File: src/rtl/exp_pulse_gen.sv
// Synthetic detector pulse source: linear rise, exponential decay, baseline.
// Define PULSE_GEN_PILEUP_EN to let triggers pile onto a decaying tail.
module exp_pulse_gen #(
    parameter int DATA_W      = 12,
    parameter int FRAC        = 8,
    parameter int ACC_W       = 21,
    parameter int RISE_LOG2   = 2,
    parameter int DECAY_SHIFT = 4,
    parameter int BASELINE    = 100,
    parameter int TAIL_LEN    = 1024
) (
    input  logic              clk,
    input  logic              reset,
    input  logic              trig_valid,
    input  logic [DATA_W-1:0] trig_amp,
    output logic              trig_ready,
    output logic [DATA_W-1:0] adc_data,
    output logic              pulse_active,
    output logic [15:0]       pulse_cnt
);

    localparam int IW     = ACC_W - FRAC;
    localparam int RC_W   = (RISE_LOG2 > 0) ? RISE_LOG2 : 1;
    localparam int TAIL_W = (TAIL_LEN > 1) ? $clog2(TAIL_LEN) : 1;

    localparam logic [RC_W-1:0]   RISE_LAST = RC_W'((1 << RISE_LOG2) - 1);
    localparam logic [TAIL_W-1:0] TAIL_LAST = TAIL_W'(TAIL_LEN - 1);
    localparam logic [IW:0]       BASE_X    = (IW+1)'(BASELINE);
    localparam logic [IW:0]       DATA_MAX  = (IW+1)'((1 << DATA_W) - 1);

    typedef enum logic [1:0] {
        IDLE  = 2'd0,
        RISE  = 2'd1,
        DECAY = 2'd2
    } state_t;

    state_t            state;
    logic [ACC_W-1:0]  acc;
    logic [ACC_W-1:0]  step;
    logic [RC_W-1:0]   rise_cnt;
    logic [TAIL_W-1:0] tail_cnt;

    logic [ACC_W-1:0]  amp_fx;
    logic [ACC_W-1:0]  acc_dec;
    logic [IW:0]       out_sum;
    logic [DATA_W-1:0] adc_next;
    logic              accept;
    logic              tail_done;

    function automatic logic [ACC_W-1:0] sat_add(
        input logic [ACC_W-1:0] a,
        input logic [ACC_W-1:0] b
    );
        logic [ACC_W:0] s;
        s = {1'b0, a} + {1'b0, b};
        return s[ACC_W] ? '1 : s[ACC_W-1:0];
    endfunction

`ifdef PULSE_GEN_PILEUP_EN
    assign trig_ready = (state == IDLE) || (state == DECAY);
`else
    assign trig_ready = (state == IDLE);
`endif

    assign accept    = trig_valid && trig_ready;
    assign amp_fx    = ACC_W'({trig_amp, {FRAC{1'b0}}});
    assign acc_dec   = acc - (acc >> DECAY_SHIFT);
    assign tail_done = (acc_dec[ACC_W-1:FRAC] == '0) || (tail_cnt == TAIL_LAST);

    // Integer part plus pedestal, clipped to the ADC full scale
    assign out_sum  = {1'b0, acc[ACC_W-1:FRAC]} + BASE_X;
    assign adc_next = (out_sum > DATA_MAX) ? '1 : out_sum[DATA_W-1:0];

    always_ff @(posedge clk or negedge reset) begin
        if (!reset) begin
            state        <= IDLE;
            acc          <= '0;
            step         <= '0;
            rise_cnt     <= '0;
            tail_cnt     <= '0;
            adc_data     <= DATA_W'(BASELINE);
            pulse_active <= 1'b0;
            pulse_cnt    <= '0;
        end else begin
            adc_data     <= adc_next;
            pulse_active <= (state != IDLE);
            if (accept)
                pulse_cnt <= pulse_cnt + 16'd1;
            unique case (state)
                IDLE: begin
                    acc <= '0;
                    if (accept) begin
                        step     <= amp_fx >> RISE_LOG2;
                        rise_cnt <= '0;
                        state    <= RISE;
                    end
                end
                RISE: begin
                    acc      <= sat_add(acc, step);
                    rise_cnt <= rise_cnt + RC_W'(1);
                    if (rise_cnt == RISE_LAST) begin
                        tail_cnt <= '0;
                        state    <= DECAY;
                    end
                end
                DECAY: begin
                    tail_cnt <= tail_cnt + TAIL_W'(1);
`ifdef PULSE_GEN_PILEUP_EN
                    // A new hit lands on the tail and wins over the exit test
                    if (accept) begin
                        acc      <= sat_add(acc_dec, amp_fx);
                        tail_cnt <= '0;
                    end else
`endif
                    if (tail_done) begin
                        acc   <= '0;
                        state <= IDLE;
                    end else begin
                        acc <= acc_dec;
                    end
                end
                default: begin
                    acc   <= '0;
                    state <= IDLE;
                end
            endcase
        end
    end

endmodule

File: config.mk
export PLATFORM = sky130hd
export DESIGN_NAME = exp_pulse_gen
export DESIGN_NICKNAME = d
export VERILOG_FILES = /design/src/rtl/exp_pulse_gen.sv
export SDC_FILE = /design/constraint.sdc
export NUM_CORES = 1
export LEC_CHECK = 0
export BUFFER_PORTS_ARGS = -buffer_cell sky130_fd_sc_hd__buf_2
export CAP_MARGIN = 20
export CORE_ASPECT_RATIO = 0.7
export CORE_MARGIN = 5
export CORE_UTILIZATION = 55
export DETAILED_ROUTE_END_ITERATION = 6
export GPL_ROUTABILITY_DRIVEN = 1
export GPL_TIMING_DRIVEN = 0
export PLACE_DENSITY = 0.74
export SETUP_SLACK_MARGIN = 0.15
export SLEW_MARGIN = 40
export SYNTH_ARGS = -nofsm -noshare
export SYNTH_HDL_FRONTEND = slang
export SYNTH_SLANG_ARGS = --single-unit
File: constraint.sdc
create_clock -name clk -period 7.8 [get_ports clk]
set_input_delay 2.34 -clock clk [delete_from_list [all_inputs] [get_ports clk]]
set_output_delay 2.34 -clock clk [all_outputs]
set_load 0.02 [all_outputs]
# Word level (Yosys, flattened, before mapping)
# Cells that the tools add are included.
totals:
  input_bits: 15
  reg_bits: 76
  output_inout_bits: 30
  elab_cells: 45
op_classes:
  n_reduce_logical: 11
  n_eq_ne: 7
  addsub: 6
  muxes: 12
  n_lt_le_gt_ge: 1
ops:
  columns: ["operator", "count"]
  rows:
  - ["$mux 21", 2]
  - ["$pmux 21 s2", 1]
  - ["$add 21x18->22", 1]
  - ["$sub 21x17->21", 1]
  - ["$pmux 10 s2", 1]
  - ["$add 16x1->16 const B", 1]
  - ["$add 13x7->14 const B", 1]
  - ["$gt 14x12->1 const B", 1]
  - ["$logic_not 13->1", 1]
  - ["$mux 12", 1]
  - ["$add 10x1->10 const B", 1]
  - ["$eq 10x10->1 const B", 1]
  - ["$mux 10", 1]
  - ["$mux 2", 4]
  - ["$pmux 2 s3", 1]
  - ["$reduce_and 2->1", 3]
  - ["$reduce_bool 2->1", 3]
  - ["$eq 2x2->1 const B", 2]
  - ["$ne 2x2->1 const B", 2]
  - ["$pmux 2 s2", 1]
  - ["$reduce_and 3->1", 1]
  - ["$add 2x1->2 const B", 1]
  - ["$eq 2x1->1 const B", 1]
  - ["$logic_not 2->1", 1]
  - ["other kinds (3)", 3]

# Logic depth before layout (Yosys ltp)
logic_depth:
  word_depth: 5
  mapped_depth: 14
  depth_no_buf: 12

# Worst setup path before layout
# No wires, ideal clock.
synth_path:
  kind: "input to register"
  from: "input trig_valid"
  to: "register pulse_cnt[10]"
  n_path_buf: 1
  cell_stages: 7
  t_arrival_ns: 3.564
  required_time_ns: 7.671
  setup_time_ns: 0.129
  slack_ns: 4.107
  cell_sequence: "and2_1 clkbuf_1 and4_1 nand3_1 nor2_1 nand3_1 xnor2_1"
synth_between:
  elab_chain_cells: 1
synth_rtl:
  columns: ["item", "line_no", "rtl"]
  rows:
  - ["from (decl)", "14", "input logic trig_valid,"]
  - ["$logic_and 1x1->1", "65", "assign accept = trig_valid && trig_ready;"]
  - ["to (signal assigned)", "88", "pulse_cnt <= pulse_cnt + 16'd1;"]
  - ["to (decl)", "19", "output logic [15:0] pulse_cnt"]
# No other way between the ends.
# A chain may end at the register's enable or synchronous reset.

# Worst setup path in the final report
layout_path:
  from: "input trig_valid"
  to: "register pulse_cnt[13]"
# The elaborated chain is that of the path after synthesis.

==> flow_summary.yaml <==
critical_path:
  path_delay_family: "simple AND/OR/NAND/NOR gates"
  critical_path_class: "input pin to flip-flop"
  cp.required_ps: 8030
  crit_chain: "buf_2 -> and2_1 -> clkbuf_1 -> and4_1 -> nand4_1 -> nor2_1 -> nand3_1 -> xnor2_1"
  end_kind: "flip-flop"
  slowest_stage: "clkbuf_1"
  cp-start-kind: "input pin"
  arrival_ps: 4010
  crit_fanout: 10
  worst-path-buf-inv: 2
  timing.rr.start: "acc[11]$_DFF_PN0_"
  crit_start: "trig_valid"
  slowest_delay_ps: 470
hold_path:
  hold_path.class: "flip-flop to flip-flop"
  hp-start: "pulse_cnt[15]$_DFFE_PN0P_"
sta:
  fin_worst_skew_ps: 5.977
  max_slew_margin_pct: 53.77
  final_max_slew_viol_count: 0
  tightest_slew_ps: 688.2
  final-setup-viol-count: 0
  rsz0062_at_grt: "no"
  fin_setup_tns_ps: 0
  maxClockFrequency_ghz: 0.2642
  fin_crit_ps: 3785
  finalHoldViolCount: 0
  fin_ws_ps: 4015
  fin_crit_sh_pct: 48.52
cts:
  clk_path_buf_depth: 2
  cts_tree: "done"
  clkTransAtPathRegs_ps: 60
  clock_sinks: 76
  cts_made_buffers: 9
  htreeDepth: 3
  clockRootBuffer: "clkbuf_16"
  clkLatencyLatePin_ps: 340
  hold_buffers: 0
  cts_resized: 0
  post_cts_buffers: 0
die:
  io_pins: 45
  fp.dieW_um: 125.0
  core_um2: 9035
  floorplan.die_area_um2: 11310
  start_util_pct: 56.32
  rows: 29
  fp.dieH_um: 90.48
logic_synthesis:
  netlist.area_leader.share_pct: 35.90
  post_synth.cell_area_avg_um2: 9.006
  yosysTopAreaCell: "dfrtp_1"
  ys_ff_latch: 76
  synth_commonest_cells: "73 x dfrtp_1, 56 x nand2_1, 38 x nor2_1"
  synth_compound_area_share_pct: 18.98
  yosysWarnings: 0
  synth-async-reset-ratio_pct: 100.0
  yosys.area_share.simple_pct: 17.65
  syn_area_um2: 5089
  yosys_most_used_dff: "dfrtp_1"
  synth_fa_ha_area_share_pct: 9.884
  synth.most_common_cell: "dfrtp_1"
  ys_top_cells_by_area: "dfrtp_1 36%, ha_1 9.1%, xnor2_1 6.2%"
  synth_xor_area_share_pct: 8.434
  synthMuxAreaShare_pct: 3.467
  synth_edf_count: 0
  synth_top_family_by_area: "compound AO/OA/AOI/OAI gates"
  syn_nets: 619
  postSynthCellCount: 565
  synth.distinct_cells: 59
  ys_seq_area_share_pct: 37.45
placement:
  io_buffers: 44
  post-dp-hpwl_um: 9812
  pre_cts_slack_ps: 3679
  placed_cell_area_um2: 5498
  gp_congestion: 0.9465
status:
  outcome: "completed"
pwr:
  power_mw: 2.463
  p_leak_nw: 2.772
  ir_drop_uv: 170.0
  p_per_area_nw_per_um2: 422.4
route:
  drtPass1Iterations: 5
  ant_nets: 0
  wirelength_um: 12870
  vias: 4391
  routed_via_density: 5.855
  drc: 0
  drtIter0Drc: 394
  drt-wirelength-per-cell_um: 17.16
final_layout:
  antennaDiodeCount: 0
  stdcell_area_um2: 5831
  drive_above_1_share_pct: 14.38
  layout.nets: 675
  syn2layout_area_growth_pct: 14.58
global_routing:
  overflow: 0
  grt_pass1_vias: 4270
  gr-usage-met2_pct: 34.88
  grtUsageMet1_pct: 33.04
  grt_usage_pct: 23.00
  grt_pass1_wl_um: 21350
  busiest_layer: "met2"
  grt_use_met3_pct: 4.965
  grt_antenna_before_repair: 0
  grt_max_degree: 62
flow_run:
  maxCapViolCount: 0
[per-layer routing]
layer / part of all wire (%) / wire (µm)
met3: 6.2 / 794
met5: 0 / 0
met2: 43 / 5545
met4: 2.0 / 257
met1: 49 / 6275
[path summary, 6_finish.rpt]
check	to	slack, ps	cells past startpoint
min in group asynchronous	adc_data[1]$_DFF_PN0_	1820	1
min reg2reg	pulse_cnt[15]$_DFFE_PN0P_	470	1
max in group asynchronous	adc_data[2]$_DFF_PN1_	5400	2
max	pulse_cnt[13]$_DFFE_PN0P_	4020	8
min	pulse_cnt[15]$_DFFE_PN0P_	470	1
max reg2reg	acc[2]$_DFFE_PN0P_	4020	12
[layout by cell type, fill, tap and decap left out, drive strengths merged, types with 3 or more instances in the layout]
cell type	instances
mux2	13
nor4	5
inv	38
dfstp	3
a21o	11
nand4	10
xor2	13
nand3	21
a31oi	5
or3	8
mux2i	3
o31ai	5
clkbuf	21
o211ai	8
o311ai	5
and2	4
dfrtp	73
ha	37
o21ai	32
or4	3
buf	50
a211oi	8
nor3	13
nand2b	15
a21oi	37
a32o	3
xnor2	36
o21a	6
o22ai	9
nor2	38
or2	3
o21bai	3
nand2	56
and3	6
[layout make-up]
type,instances,area (µm²)
fill,755,3204
clock buffer,10,239.0
clock inverter,6,93.84
inverter,37,138.9
sequential,76,1906
multi-input combinational,436,2973
tap,124,155.1
buffer,16,71.32
timing repair buffer,45,254.0
[kinds of logic after synthesis]
| group | Yosys count |
|---|---|
| XOR/XNOR | 49 |
| AND/OR/NAND/NOR | 186 |
| flip-flops | 76 |
| AO/OA/AOI/OAI | 146 |
| adder cells (fa/ha/maj) | 39 |
| multiplexers | 16 |
| buffers and inverters | 53 |
[state kept, by name (all words and copies together), names as in the netlist]
signal,count
acc,21
pulse_cnt,16
adc_data,12
step,12
tail_cnt,10
rise_cnt,2
state,2
pulse_active,1
[where the power goes]
part	switching [mW]	total (mW)	internal, mW
clock network	0.174	0.465	0.292
registers	0.0849	0.582	0.497
logic	0.866	1.42	0.550
[through the flow]
step                      hold WS (ps)  util [%]  std cells
final                            465.2     64.53        750
after global routing             485.7     64.53        750
after CTS                        463.8     64.53        750
after detailed placement         451.5     60.85        734
after global placement           452.5     60.48        733
after floorplan                  451.1         -        565
No activity file was read; power rests on OpenSTA's default activity.
